`config.mk`:
```
export PLATFORM = sky130hd
export DESIGN_NAME = product_bcd
export DESIGN_NICKNAME = d
export VERILOG_FILES = /design/src/rtl/product_bcd.sv
export SDC_FILE = /design/constraint.sdc
export NUM_CORES = 1
export LEC_CHECK = 0
export BUFFER_PORTS_ARGS = -buffer_cell sky130_fd_sc_hd__buf_4
export CAP_MARGIN = 25
export CORE_MARGIN = 1
export CORE_UTILIZATION = 45
export DETAILED_ROUTE_END_ITERATION = 7
export GPL_ROUTABILITY_DRIVEN = 0
export HOLD_SLACK_MARGIN = 0.02
export PLACE_DENSITY_LB_ADDON = 0.2
export SLEW_MARGIN = 20
export SYNTH_ARGS = -nofsm -noshare
export SYNTH_HDL_FRONTEND = slang
export SYNTH_SLANG_ARGS = --single-unit
```
`constraint.sdc`:
```
create_clock -name Clk -period 4.7 [get_ports Clk]
set_clock_uncertainty 0.05 [all_clocks]
set_input_delay 1.41 -clock Clk [delete_from_list [all_inputs] [get_ports Clk]]
set_output_delay 1.41 -clock Clk [all_outputs]
set_load 0.02 [all_outputs]
```
`src/rtl/product_bcd.sv`:
```
// product_bcd
//   Converts a 16-bit multiplier product to sign + five BCD digits with a
//   serial double-dabble engine (one shift per clock, 16 iterations).
//
//   Parameter:
//     SIGNED_IN : 1 = Prod is two's complement, 0 = Prod is unsigned
//   Optional feature macro:
//     PRODUCT_BCD_ZERO_BLANK_EN : compile in leading-zero blanking flags
//   Ports:
//     Clk      in   system clock, rising edge
//     Reset_n  in   synchronous active-low reset
//     Start    in   single-cycle conversion request (accepted only when idle)
//     Prod     in   16-bit product {A[7:0], B[7:0]}
//     Busy     out  conversion in progress
//     Done     out  one-cycle pulse, result registers just updated
//     Sign     out  1 = result negative
//     Digits   out  five BCD digits of |Prod|, [19:16] most significant
//     Blank    out  per-digit leading-zero flag, bit i covers Digits[4i+3:4i]
module product_bcd #(
    parameter bit SIGNED_IN = 1'b1
) (
    input  logic        Clk,
    input  logic        Reset_n,
    input  logic        Start,
    input  logic [15:0] Prod,
    output logic        Busy,
    output logic        Done,
    output logic        Sign,
    output logic [19:0] Digits,
    output logic [4:0]  Blank
);

    localparam logic [1:0] S_IDLE = 2'd0;
    localparam logic [1:0] S_CONV = 2'd1;
    localparam logic [1:0] S_DONE = 2'd2;

    logic [1:0]  state_q,  state_d;
    logic [3:0]  cnt_q,    cnt_d;
    logic [19:0] bcd_q,    bcd_d;
    logic [15:0] mag_q,    mag_d;
    logic        neg_q,    neg_d;
    logic        sign_q,   sign_d;
    logic [19:0] digits_q, digits_d;

    logic [19:0] bcd_adj;
    logic [19:0] bcd_next;
    logic [15:0] mag_next;
    logic [3:0]  dig;
    logic        start_neg;

    // One double-dabble step: add 3 to every digit >= 5, then shift the
    // magnitude MSB into the scratch BCD register.
    always_comb begin
        bcd_adj = bcd_q;
        dig     = '0;
        for (int unsigned i = 0; i < 5; i++) begin
            dig = bcd_q[4*i +: 4];
            bcd_adj[4*i +: 4] = (dig >= 4'd5) ? dig + 4'd3 : dig;
        end
        bcd_next = {bcd_adj[18:0], mag_q[15]};
        mag_next = {mag_q[14:0], 1'b0};
    end

    assign start_neg = Prod[15] & SIGNED_IN;

    always_comb begin
        state_d  = state_q;
        cnt_d    = cnt_q;
        bcd_d    = bcd_q;
        mag_d    = mag_q;
        neg_d    = neg_q;
        sign_d   = sign_q;
        digits_d = digits_q;
        case (state_q)
            S_IDLE: begin
                if (Start) begin
                    neg_d   = start_neg;
                    mag_d   = start_neg ? (~Prod + 16'd1) : Prod;
                    bcd_d   = '0;
                    cnt_d   = '0;
                    state_d = S_CONV;
                end
            end
            S_CONV: begin
                bcd_d = bcd_next;
                mag_d = mag_next;
                cnt_d = cnt_q + 4'd1;
                if (cnt_q == 4'd15) begin
                    state_d  = S_DONE;
                    digits_d = bcd_next;
                    sign_d   = neg_q;
                end
            end
            S_DONE:  state_d = S_IDLE;
            default: state_d = S_IDLE;
        endcase
    end

    always_ff @(posedge Clk) begin
        if (!Reset_n) begin
            state_q  <= S_IDLE;
            cnt_q    <= '0;
            bcd_q    <= '0;
            mag_q    <= '0;
            neg_q    <= 1'b0;
            sign_q   <= 1'b0;
            digits_q <= '0;
        end else begin
            state_q  <= state_d;
            cnt_q    <= cnt_d;
            bcd_q    <= bcd_d;
            mag_q    <= mag_d;
            neg_q    <= neg_d;
            sign_q   <= sign_d;
            digits_q <= digits_d;
        end
    end

`ifdef PRODUCT_BCD_ZERO_BLANK_EN
    logic [4:0] blank_q, blank_d, blank_calc;

    // A digit is blank when it and every more significant digit are zero;
    // the units digit always shows.
    always_comb begin
        blank_calc    = '0;
        blank_calc[4] = (bcd_next[19:16] == 4'd0);
        blank_calc[3] = blank_calc[4] & (bcd_next[15:12] == 4'd0);
        blank_calc[2] = blank_calc[3] & (bcd_next[11:8]  == 4'd0);
        blank_calc[1] = blank_calc[2] & (bcd_next[7:4]   == 4'd0);
        blank_d = blank_q;
        if (state_q == S_CONV && cnt_q == 4'd15) begin
            blank_d = blank_calc;
        end
    end

    always_ff @(posedge Clk) begin
        if (!Reset_n) begin
            blank_q <= '0;
        end else begin
            blank_q <= blank_d;
        end
    end

    assign Blank = blank_q;
`else
    assign Blank = '0;
`endif

    assign Busy   = (state_q != S_IDLE);
    assign Done   = (state_q == S_DONE);
    assign Sign   = sign_q;
    assign Digits = digits_q;

endmodule
```
# Yosys cells after proc, flatten, opt, wreduce, memory -nomap -nowiden
# Index checks and enable logic that the tools add are counted.
[classes] magnitude_cmp=5 n_eq_ne=5 muxes=15 bitwise_logic=1 n_reduce_logical=7 add_sub_neg=7
[ops] cell="$pmux 20 s2" n=1
[ops] cell="$mux 16" n=2
[ops] cell="$pmux 16 s2" n=1
[ops] cell="$ge 4x3->1 const B" n=5
[ops] cell="$mux 20" n=1
[ops] cell="$mux 4" n=5
[ops] cell="$add 16x1->16 const B" n=1
[ops] cell="$add 4x2->4 const B" n=4
[ops] cell="$not 16->16" n=1
[ops] cell="$pmux 4 s2" n=1
[ops] cell="$reduce_and 2->1" n=4
[ops] cell="$add 4x1->4 const B" n=1
[ops] cell="$eq 4x4->1 const B" n=1
[ops] cell="$mux 2" n=2
[ops] cell="$ne 2x2->1 const B" n=2
[ops] cell="$pmux 2 s2" n=1
[ops] cell="$reduce_bool 2->1" n=2
[ops] cell="$add 3x2->3 const B" n=1
[ops] cell="$mux 3" n=1
[ops] cell="$eq 2x1->1 const B" n=1
[ops] cell="$eq 2x2->1 const B" n=1
[ops] cell="$logic_not 2->1" n=1
[word_totals] input_bits=19 output_inout_bits=28 wordCells=47 reg_bits=64

# Logic depth before layout (Yosys ltp)
# Gate-level depths: netlist of the first run.
[logic_depth] depth_word=5 depth_mapped=7 mapped_depth_nobuf=7

# Worst setup path after synthesis of the first run
# OpenSTA, ideal clock, no wires.
[synth_timing] path_kind="input-to-reg" from="input port Prod[8]" to="register mag_q[13]" setup_slack_ns=1.780 arrival_time_ns=2.726 setup_time_ns=0.144 cell_stages=5 n_path_buf=0 required_ns=4.506 path_cell_list="or4_1 -> or4_1 -> o21ai_2 -> xor2_1 -> o221ai_1"
[synth_between] elab_chain_len=5
[synth_rtl] item="start: declaration" line_no="25" text="input logic [15:0] Prod,"
[synth_rtl] item="$not 16->16" line_no="78" text="mag_d = start_neg ? (~Prod + 16'd1) : Prod;"
[synth_rtl] item="$add 16x1->16" line_no="78"
[synth_rtl] item="$mux 16" line_no="78"
[synth_rtl] item="$mux 16" line_no="76" text="if (Start) begin"
[synth_rtl] item="$pmux 16 s2" line_no="74" text="case (state_q)"
[synth_rtl] item="end signal: assignment" line_no="112" text="mag_q <= mag_d;"
[synth_rtl] item="end: declaration" line_no="40" text="logic [15:0] mag_q, mag_d;"
# Every way passes these cells. The select of a mux whose other input is x is not followed.
# A chain may end at the register's enable or synchronous reset.

# Final worst setup path of the first run
# Same ends and word-level chain as after synthesis.

==> summary.log, run 1 <==
qor: outcome.status complete, no violations
qor: clocking.clock_sink_count 64
qor: worst_setup_path.critPathSlowestCell sky130_fd_sc_hd__or4_1
qor: global_route.grt_max_degree 30
qor: clocking.post_cts_resize_count 0
qor: worst_setup_path.crit-reg2reg-capture mag_q[10]
qor: worst_hold_path.min_from Digits[2]
qor: synth.cell_taking_the_most_area_after_synthesis sky130_fd_sc_hd__dfxtp_1
qor: global_route.grt_remaining_overflow 0
qor: sta.finalHoldViolations 0
qor: floorplan.fp.dieH 86.4 µm
qor: cells_and_area.nNetsFinal 458
qor: worst_setup_path.worst-endpoint-arrival 2.90 ns
qor: worst_setup_path.ff2ff_path_depth 7
qor: worst_hold_path.holdPathEnd Digits[2]
qor: clocking.tritoncts yes
qor: synth.syn_avg_cell_area 8.11 µm²
qor: power.irDropWorstVdd 0.136 mV
qor: drt.routedWlPerCell 12.9 µm
qor: cells_and_area.layout-drive-gt1-share 0.142
qor: clocking.cts_root_buffer sky130_fd_sc_hd__clkbuf_8
qor: synth.edff_count_synth 0
qor: placement.port_buffers 41
qor: drt.via_per_inst 5.24
qor: worst_setup_path.path_cells buf_4 > or4_1 > or4_1 > o21ai_2 > xor2_1 > o221ai_1
qor: synth.postSynthCellCount 395
qor: clocking.clock_latency 0.34 ns
qor: flow_run.maxCapViolCount 0
qor: worst_setup_path.crit_path_start_kind primary input
qor: clocking.post_cts_buffers 0
qor: global_route.grt_pass1_vias 2,618
qor: worst_setup_path.critical_path.endpoint_type register
qor: floorplan.core 0.00683 mm²
qor: sta.layout_worst_path_cycle_share 0.585
qor: worst_setup_path.crit_top_cell sky130_fd_sc_hd__or4_1
qor: worst_hold_path.min_path_cells 2
qor: worst_setup_path.path_delay_family simple AND/OR/NAND/NOR gates
qor: synth.postSynthRegisterBits 64
qor: drt.detailedRoute.firstPassIterationCount 4
qor: synth.netlist-cell-type-count 45
qor: synth.synth_area 0.00320 mm²
qor: clocking.cts_hold_repair.buffers 0
qor: synth.ys_async_sr_fraction 0
qor: worst_setup_path.critical_path_max_stage_delay 0.54 ns
qor: global_route.grt_pass1_wl 11.7 mm
qor: sta.setup_viol_count_final 0
qor: worst_setup_path.reg2reg_from state_q[0]
qor: floorplan.die_width 86.4 µm
qor: synth.synthMostInstantiatedCell sky130_fd_sc_hd__dfxtp_1
qor: worst_hold_path.hp-class reg2reg
qor: clocking.cts_max_path_buffers 2
qor: cells_and_area.finalNonFillerCells 527
qor: sta.maxSlewViolCount 0
qor: sta.worst_slew_pin_slew 0.941 ns
qor: clocking.tritoncts.num_buffers 9
qor: sta.max_freq 0.363 GHz
qor: synth.postSynth.topFlopCell sky130_fd_sc_hd__dfxtp_1
qor: worst_setup_path.critPathBufInv 1
qor: drt.detailroute.via_count 2,762
qor: floorplan.io_pins 47
qor: worst_setup_path.reg2reg_slack 2.34 ns
qor: sta.period_minus_slack 2.75 ns
qor: drt.route.final.wire_length 6.80 mm
qor: cells_and_area.area_delta_synth_final 15.5%
qor: cells_and_area.num_antenna_cells 0
qor: synth.synth_top_cells_by_area sky130_fd_sc_hd__dfxtp_1, sky130_fd_sc_hd__nand2_1, sky130_fd_sc_hd__a22oi_1
qor: drt.detail_route.drc_violations 0
qor: power.cell_pwr_density 286 mW/mm²
qor: drt.drt.antenna.violating_nets 0
qor: sta.rsz0062_at_grt no
qor: cells_and_area.n_fill_cell 687
qor: clocking.cts-htree-levels 3
qor: synth.yosysTopAreaCellShare 0.400
qor: clocking.cts.reportedPaths.clkPinSlew 0.06 ns
qor: worst_setup_path.crit_path_max_fanout 4
qor: global_route.track_usage 0.200
qor: placement.place_hpwl 4.60 mm
qor: synth.synth.yosys.warnings 0
qor: drt.detail_route.iter0.violations 159
qor: synth.yosysSeqAreaShare 0.400
qor: floorplan.placement_rows 30
qor: synth.yosys-top-cells-count sky130_fd_sc_hd__dfxtp_1, sky130_fd_sc_hd__nand2_1, sky130_fd_sc_hd__nor2_1
qor: placement.dpl.cell_count 512
qor: global_route.antenna_violations_before_repair 0
qor: sta.fin_setup_tns 0 ns
qor: worst_setup_path.worstSetupPathType in2reg
qor: sta.maxSlewHeadroom 0.372
qor: worst_setup_path.critPathRequiredTime 4.85 ns
qor: floorplan.initial_core_utilization 0.469
qor: power.cellLeakagePower 1.38 nW
qor: floorplan.floorplan.die_area 0.00746 mm²
cell usage in the layout (no fill, tap or decap), types with 5 or more instances in the layout:
| cell | netlist | routed |
|---|---|---|
| sky130_fd_sc_hd__conb_1 | 1 | 5 |
| sky130_fd_sc_hd__nor2b_1 | 8 | 7 |
| sky130_fd_sc_hd__nor3_1 | 14 | 14 |
| sky130_fd_sc_hd__nand2b_1 | 10 | 10 |
| sky130_fd_sc_hd__a22oi_1 | 20 | 20 |
| sky130_fd_sc_hd__o21ai_0 | 20 | 20 |
| sky130_fd_sc_hd__a21boi_0 | 9 | 9 |
| sky130_fd_sc_hd__nor2_1 | 31 | 30 |
| sky130_fd_sc_hd__mux2i_1 | 6 | 6 |
| sky130_fd_sc_hd__inv_1 | 15 | 15 |
| sky130_fd_sc_hd__a21oi_1 | 28 | 28 |
| sky130_fd_sc_hd__dfxtp_1 | 64 | 64 |
| sky130_fd_sc_hd__xnor2_1 | 10 | 10 |
| sky130_fd_sc_hd__buf_4 | 5 | 44 |
| sky130_fd_sc_hd__ha_1 | 12 | 12 |
| sky130_fd_sc_hd__xor2_1 | 7 | 7 |
| sky130_fd_sc_hd__clkbuf_1 | 19 | 5 |
| sky130_fd_sc_hd__nand2_1 | 50 | 50 |
| sky130_fd_sc_hd__clkbuf_8 | 0 | 9 |
| sky130_fd_sc_hd__nand3_1 | 18 | 18 |
tightest hold or removal path, stage by stage (launching register included):
cell and delay [ns]:
sky130_fd_sc_hd__dfxtp_1 0.31, sky130_fd_sc_hd__nand2_1 0.05, sky130_fd_sc_hd__a21oi_1 0.05
state kept, by name, summed over array words and instances (netlist names):
name and cells:
state_q 2, Sign 1, Digits 20, cnt_q 4, mag_q 16, neg_q 1
bcd_q 20
report_power, final:
group | switching, W | internal (W) | total (W)
Sequential | 0.00000796 | 0.000556 | 0.000564
Combinational | 0.0000692 | 0.0000404 | 0.000110
Clock | 0.000195 | 0.000189 | 0.000383
worst max path at each step:
stage,from,end,cells after the start
finish,Prod[8],mag_q[13],6
global route,Prod[8],mag_q[13],6
CTS,Prod[8],mag_q[13],6
detailed placement,Prod[8],mag_q[13],6
global placement,Prod[8],mag_q[13],6
floorplan,Prod[8],mag_q[13],5
final cells by class:
type                    instances  area, µm²  share of cell area
repair buffers                 44        330              0.0893
well taps                      96        120              0.0325
flip-flops and latches         64       1280               0.346
clock buffers                  14        143              0.0386
multi-input cells             292       1760               0.476
inverters                      16       60.1              0.0162
clock inverters                 1       5.00             0.00135
cell families after synthesis:
kind of cell,share of synthesized area
adder cells (fa/ha/maj),0.0469
multiplexers,0.0187
other,0.00117
buffers and inverters,0.0570
XOR/XNOR,0.0465
AO/OA/AOI/OAI,0.201
flip-flops,0.400
AND/OR/NAND/NOR,0.229
per-layer routing:
metal | track usage | up-vias | part of all wire
li1 | - | 1431 | -
met1 | 0.236 | 1263 | 0.47
met2 | 0.349 | 56 | 0.48
met3 | 0.0314 | 12 | 0.033
met4 | 0.109 | 0 | 0.020
met5 | 0 | - | 0
per-stage QoR:
step	worst slack [ns]	power [W]	hold slack [ns]	instance area (µm²)	util
3_3_place_gp	1.61	0.000685	0.394	3550	0.520
6_report	1.95	0.00106	0.403	3700	0.542
4_1_cts	1.95	0.00107	0.407	3700	0.542
3_5_place_dp	1.59	0.000686	0.399	3550	0.520
2_1_floorplan	1.78	0.000651	0.391	3220	-
5_1_grt	1.87	0.00110	0.422	3700	0.542
(Power assumes the default switching activity.)
==> run 2, diff against run 1 <==
--- a/config.mk
+++ b/config.mk
@@ -5,6 +5,7 @@
 export SDC_FILE = /design/constraint.sdc
 export NUM_CORES = 1
 export LEC_CHECK = 0
+export ABC_AREA = 1
 export BUFFER_PORTS_ARGS = -buffer_cell sky130_fd_sc_hd__buf_4
 export CAP_MARGIN = 25
 export CORE_MARGIN = 1
==> constraint.sdc (replaced) <==
create_clock -name Clk -period 2.4 [get_ports Clk]
set_clock_uncertainty 0.05 [all_clocks]
set_input_delay 0.72 -clock Clk [delete_from_list [all_inputs] [get_ports Clk]]
set_output_delay 0.72 -clock Clk [all_outputs]
set_load 0.02 [all_outputs]
==> run 2 against run 1 <==
  * Non-clock buffer count unchanged
  * Die area is 5.9% higher
  * Synthesized cell count is 22% higher
  * Area after synthesis rose by 6.0%
==> summary.log, run 2 <==
qor: worst_setup_path.setup.worst_path.start state_q[0]
qor: cells_and_area.final_cell_mix sky130_fd_sc_hd__nand2_1, sky130_fd_sc_hd__nor2_1, sky130_fd_sc_hd__dfxtp_1
qor: drt.detailroute.via_count 3,067 [+11%]
qor: clocking.cts_root_buffer sky130_fd_sc_hd__clkbuf_8
qor: global_route.global_route.usage.met3 0.0476 [+0.0161]
qor: cells_and_area.area_delta_synth_final 13.6%
qor: cells_and_area.layout-drive-gt1-share 0.136 [-0.00552]
qor: synth.synth-adder-area-share 0.0442 [-0.00266]
qor: floorplan.io_pins 47 [unchanged]
qor: clocking.clock_latency 0.33 ns [about the same]
qor: synth.edff_count_synth 0 [unchanged]
qor: global_route.grt_pass1_wl 12.1 mm [+3.6%]
qor: synth.yosysTopAreaCellShare 0.377 [-0.0227]
qor: power.cell_pwr_density 557 mW/mm² [+95%]
qor: worst_setup_path.crit_path_start_kind register
qor: drt.drt.antenna.violating_nets 0 [unchanged]
qor: sta.max_freq 0.554 GHz
qor: synth.combinational_family_with_the_most_area_after_synthesis simple AND/OR/NAND/NOR gates
qor: global_route.grt_remaining_overflow 0 [unchanged]
qor: synth.yosysSeqAreaShare 0.377 [-0.0227]
qor: cells_and_area.nNetsFinal 549 [+20%]
qor: worst_setup_path.worstSetupPathType reg2out
qor: sta.layout_worst_path_cycle_share 0.752
qor: worst_setup_path.critical_path.endpoint_type primary output
qor: clocking.cts.reportedPaths.clkPinSlew 0.07 ns [about the same]
qor: synth.netlist-cell-type-count 38 [-16%]
qor: synth.syn_avg_cell_area 7.05 µm² [-13%]
qor: synth.ys_async_sr_fraction 0 [unchanged]
qor: sta.setup_viol_count_final 0 [unchanged]
qor: floorplan.placement_rows 31 [+3.3%]
qor: power.cellLeakagePower 1.76 nW [+27%]
qor: worst_setup_path.reg2reg_from cnt_q[0]
qor: drt.detail_route.drc_violations 0 [unchanged]
qor: global_route.grtUsageMet1 0.233 [-0.00337]
qor: global_route.use_met2 0.364 [+0.0151]
qor: worst_setup_path.crit_path_max_fanout 3 [-1]
qor: cells_and_area.finalNonFillerCells 621 [+18%]
qor: floorplan.fp.dieH 88.9 µm [+2.9%]
qor: cells_and_area.postLayoutCoreUtil 0.529 [-0.0124]
qor: sta.fin_setup_tns 0 ns [unchanged]
qor: floorplan.initial_core_utilization 0.466 [-0.00319]
qor: cells_and_area.mostFrequentLayoutCell sky130_fd_sc_hd__nand2_1
qor: placement.dpl.cell_count 606 [+18%]
qor: global_route.globalRoute.busiestLayer met2
qor: power.clock_power_share 0.381 [+0.018]
qor: drt.routedWlPerCell 11.7 µm [-9.5%]
qor: worst_hold_path.min_from mag_q[0]
qor: drt.route.final.wire_length 7.25 mm [+6.6%]
qor: synth.synth_compound_gate_area_share 0.184 [-0.0169]
qor: sta.rsz0062_at_grt no
qor: flow_run.maxCapViolCount 0 [unchanged]
qor: power.power.share.sequential 0.515 [-0.019]
qor: synth.postSynthCellCount 482 [+22%]
qor: drt.detailedRoute.firstPassIterationCount 4 [unchanged]
qor: floorplan.die_width 88.9 µm [+2.9%]
qor: sta.finalHoldViolations 0 [unchanged]
qor: clocking.post_cts_buffers 0 [unchanged]
qor: cells_and_area.num_antenna_cells 0 [unchanged]
qor: worst_hold_path.hp-class reg2reg
qor: drt.via_per_inst 4.94 [-5.8%]
qor: power.irDropWorstVdd 0.374 mV [+180%]
qor: synth.postSynth.topFlopCell sky130_fd_sc_hd__dfxtp_1
qor: synth.synth-simple-area-share 0.255 [+0.0257]
qor: clocking.tritoncts.num_buffers 9 [unchanged]
qor: synth.cell_taking_the_most_area_after_synthesis sky130_fd_sc_hd__dfxtp_1
qor: placement.port_buffers 41 [unchanged]
qor: synth.synth.yosys.warnings 0 [unchanged]
qor: clocking.cts_max_path_buffers 2 [unchanged]
qor: worst_setup_path.critPathRequiredTime 1.63 ns [-3.22 ns]
qor: worst_setup_path.worst-endpoint-arrival 1.04 ns [-1.86 ns]
qor: synth.postSynthRegisterBits 64 [unchanged]
qor: clocking.clock_sink_count 64 [unchanged]
qor: power.power_switching_share 0.261 [+0.00409]
qor: drt.detail_route.iter0.violations 180 [+13%]
qor: power.combinational_group_share_of_total_power 0.105 [about the same]
qor: clocking.tritoncts yes
qor: power.p_sw 0.000561 W [+110%]
qor: synth.synth_area 0.00340 mm² [+6.0%]
qor: global_route.grt_pass1_vias 2,751 [+5.1%]
qor: clocking.post_cts_resize_count 0 [unchanged]
qor: sta.fin_hold_ws 0.414 ns [+0.0117 ns]
qor: global_route.grt_max_degree 38 [+27%]
qor: floorplan.floorplan.die_area 0.00790 mm² [+5.9%]
qor: synth.synth_xor_area_frac 0.0129 [-0.0336]
qor: sta.maxSlewViolCount 0 [unchanged]
qor: floorplan.core 0.00729 mm² [+6.7%]
qor: synth.synth.area.mux_share 0 [-0.0187]
qor: clocking.cts-htree-levels 3 [unchanged]
qor: synth.yosys-top-cells-count sky130_fd_sc_hd__nand2_1, sky130_fd_sc_hd__nor2_1, sky130_fd_sc_hd__dfxtp_1
qor: sta.period_minus_slack 1.81 ns
qor: global_route.track_usage 0.200 [-0.000881]
qor: outcome.status complete, no violations
qor: clocking.cts_hold_repair.buffers 0 [unchanged]
qor: placement.place_hpwl 4.97 mm [+8.0%]
qor: power.internal_power_of_the_cells 0.00159 W [+100%]
qor: global_route.antenna_violations_before_repair 0 [unchanged]
qor: synth.synth_top_cells_by_area sky130_fd_sc_hd__dfxtp_1, sky130_fd_sc_hd__nand2_1, sky130_fd_sc_hd__nor2_1
qor: synth.synthMostInstantiatedCell sky130_fd_sc_hd__nand2_1
-- run 2: changes by cell type in the layout (fill, tap and decap cells not counted), moves of 14 or more --
cell                      delta
sky130_fd_sc_hd__a21oi_1    +20
sky130_fd_sc_hd__inv_1      +42
sky130_fd_sc_hd__nand2_1    +44
sky130_fd_sc_hd__nor2_1     +36
sky130_fd_sc_hd__nor3_1     -14
sky130_fd_sc_hd__o21ai_1    +14
-- run 2: routing by layer --
metal,share of wire,wire [µm]
met3,0.034,250
met4,0.0091,66
met1,0.46,3330
met5,0,0
met2,0.50,3600
-- run 2: power groups by stage --
stage          clock network [W]  registers (W)  logic [W]
6_report                0.000818        0.00111   0.000225
5_1_grt                 0.000891        0.00111   0.000253
4_1_cts                 0.000845        0.00111   0.000227
3_5_place_dp                   0        0.00113   0.000226
3_3_place_gp                   0        0.00113   0.000224
2_1_floorplan                  0        0.00112   0.000181
-- run 2: final cells by class --
cell class | instances | area [µm²]
flip-flops and latches | 64 | 1280
clock buffers | 12 | 155
multi-input cells | 335 | 1700
fillers | 748 | 3430
repair buffers | 44 | 330
clock inverters | 3 | 17.5
well taps | 99 | 124
inverters | 64 | 248
-- run 2: worst paths after layout --
path	end	slack, ns	cells after the start
worst max register to register	Digits[1]	0.77	6
worst min register to register	mag_q[0]	0.41	2
worst max-delay path	Busy	0.59	3
worst min-delay path	mag_q[0]	0.41	2
-- run 2: worst max-delay path: stages, from the launching register on --
cell and delay [ns]:
sky130_fd_sc_hd__dfxtp_1 0.41, sky130_fd_sc_hd__inv_2 0.07, sky130_fd_sc_hd__nand2_1 0.08, sky130_fd_sc_hd__buf_4 0.14
-- run 2: kinds of logic (layout without fill, tap and decap cells) --
family / Yosys count / count (layout)
AO/OA/AOI/OAI: 112 / 112
flip-flops: 64 / 64
AND/OR/NAND/NOR: 201 / 201
adder cells (fa/ha/maj): 12 / 12
XOR/XNOR: 5 / 5
other: 1 / 5
buffers and inverters: 87 / 123
-- run 2: through the flow --
step                total power, W  setup WS [ns]  cell area, µm²
floorplan                  0.00131          0.666            3410
global placement           0.00135          0.398            3690
detailed placement         0.00136          0.374            3690
CTS                        0.00218          0.574            3860
global route               0.00225          0.510            3860
finish                     0.00215          0.595            3860
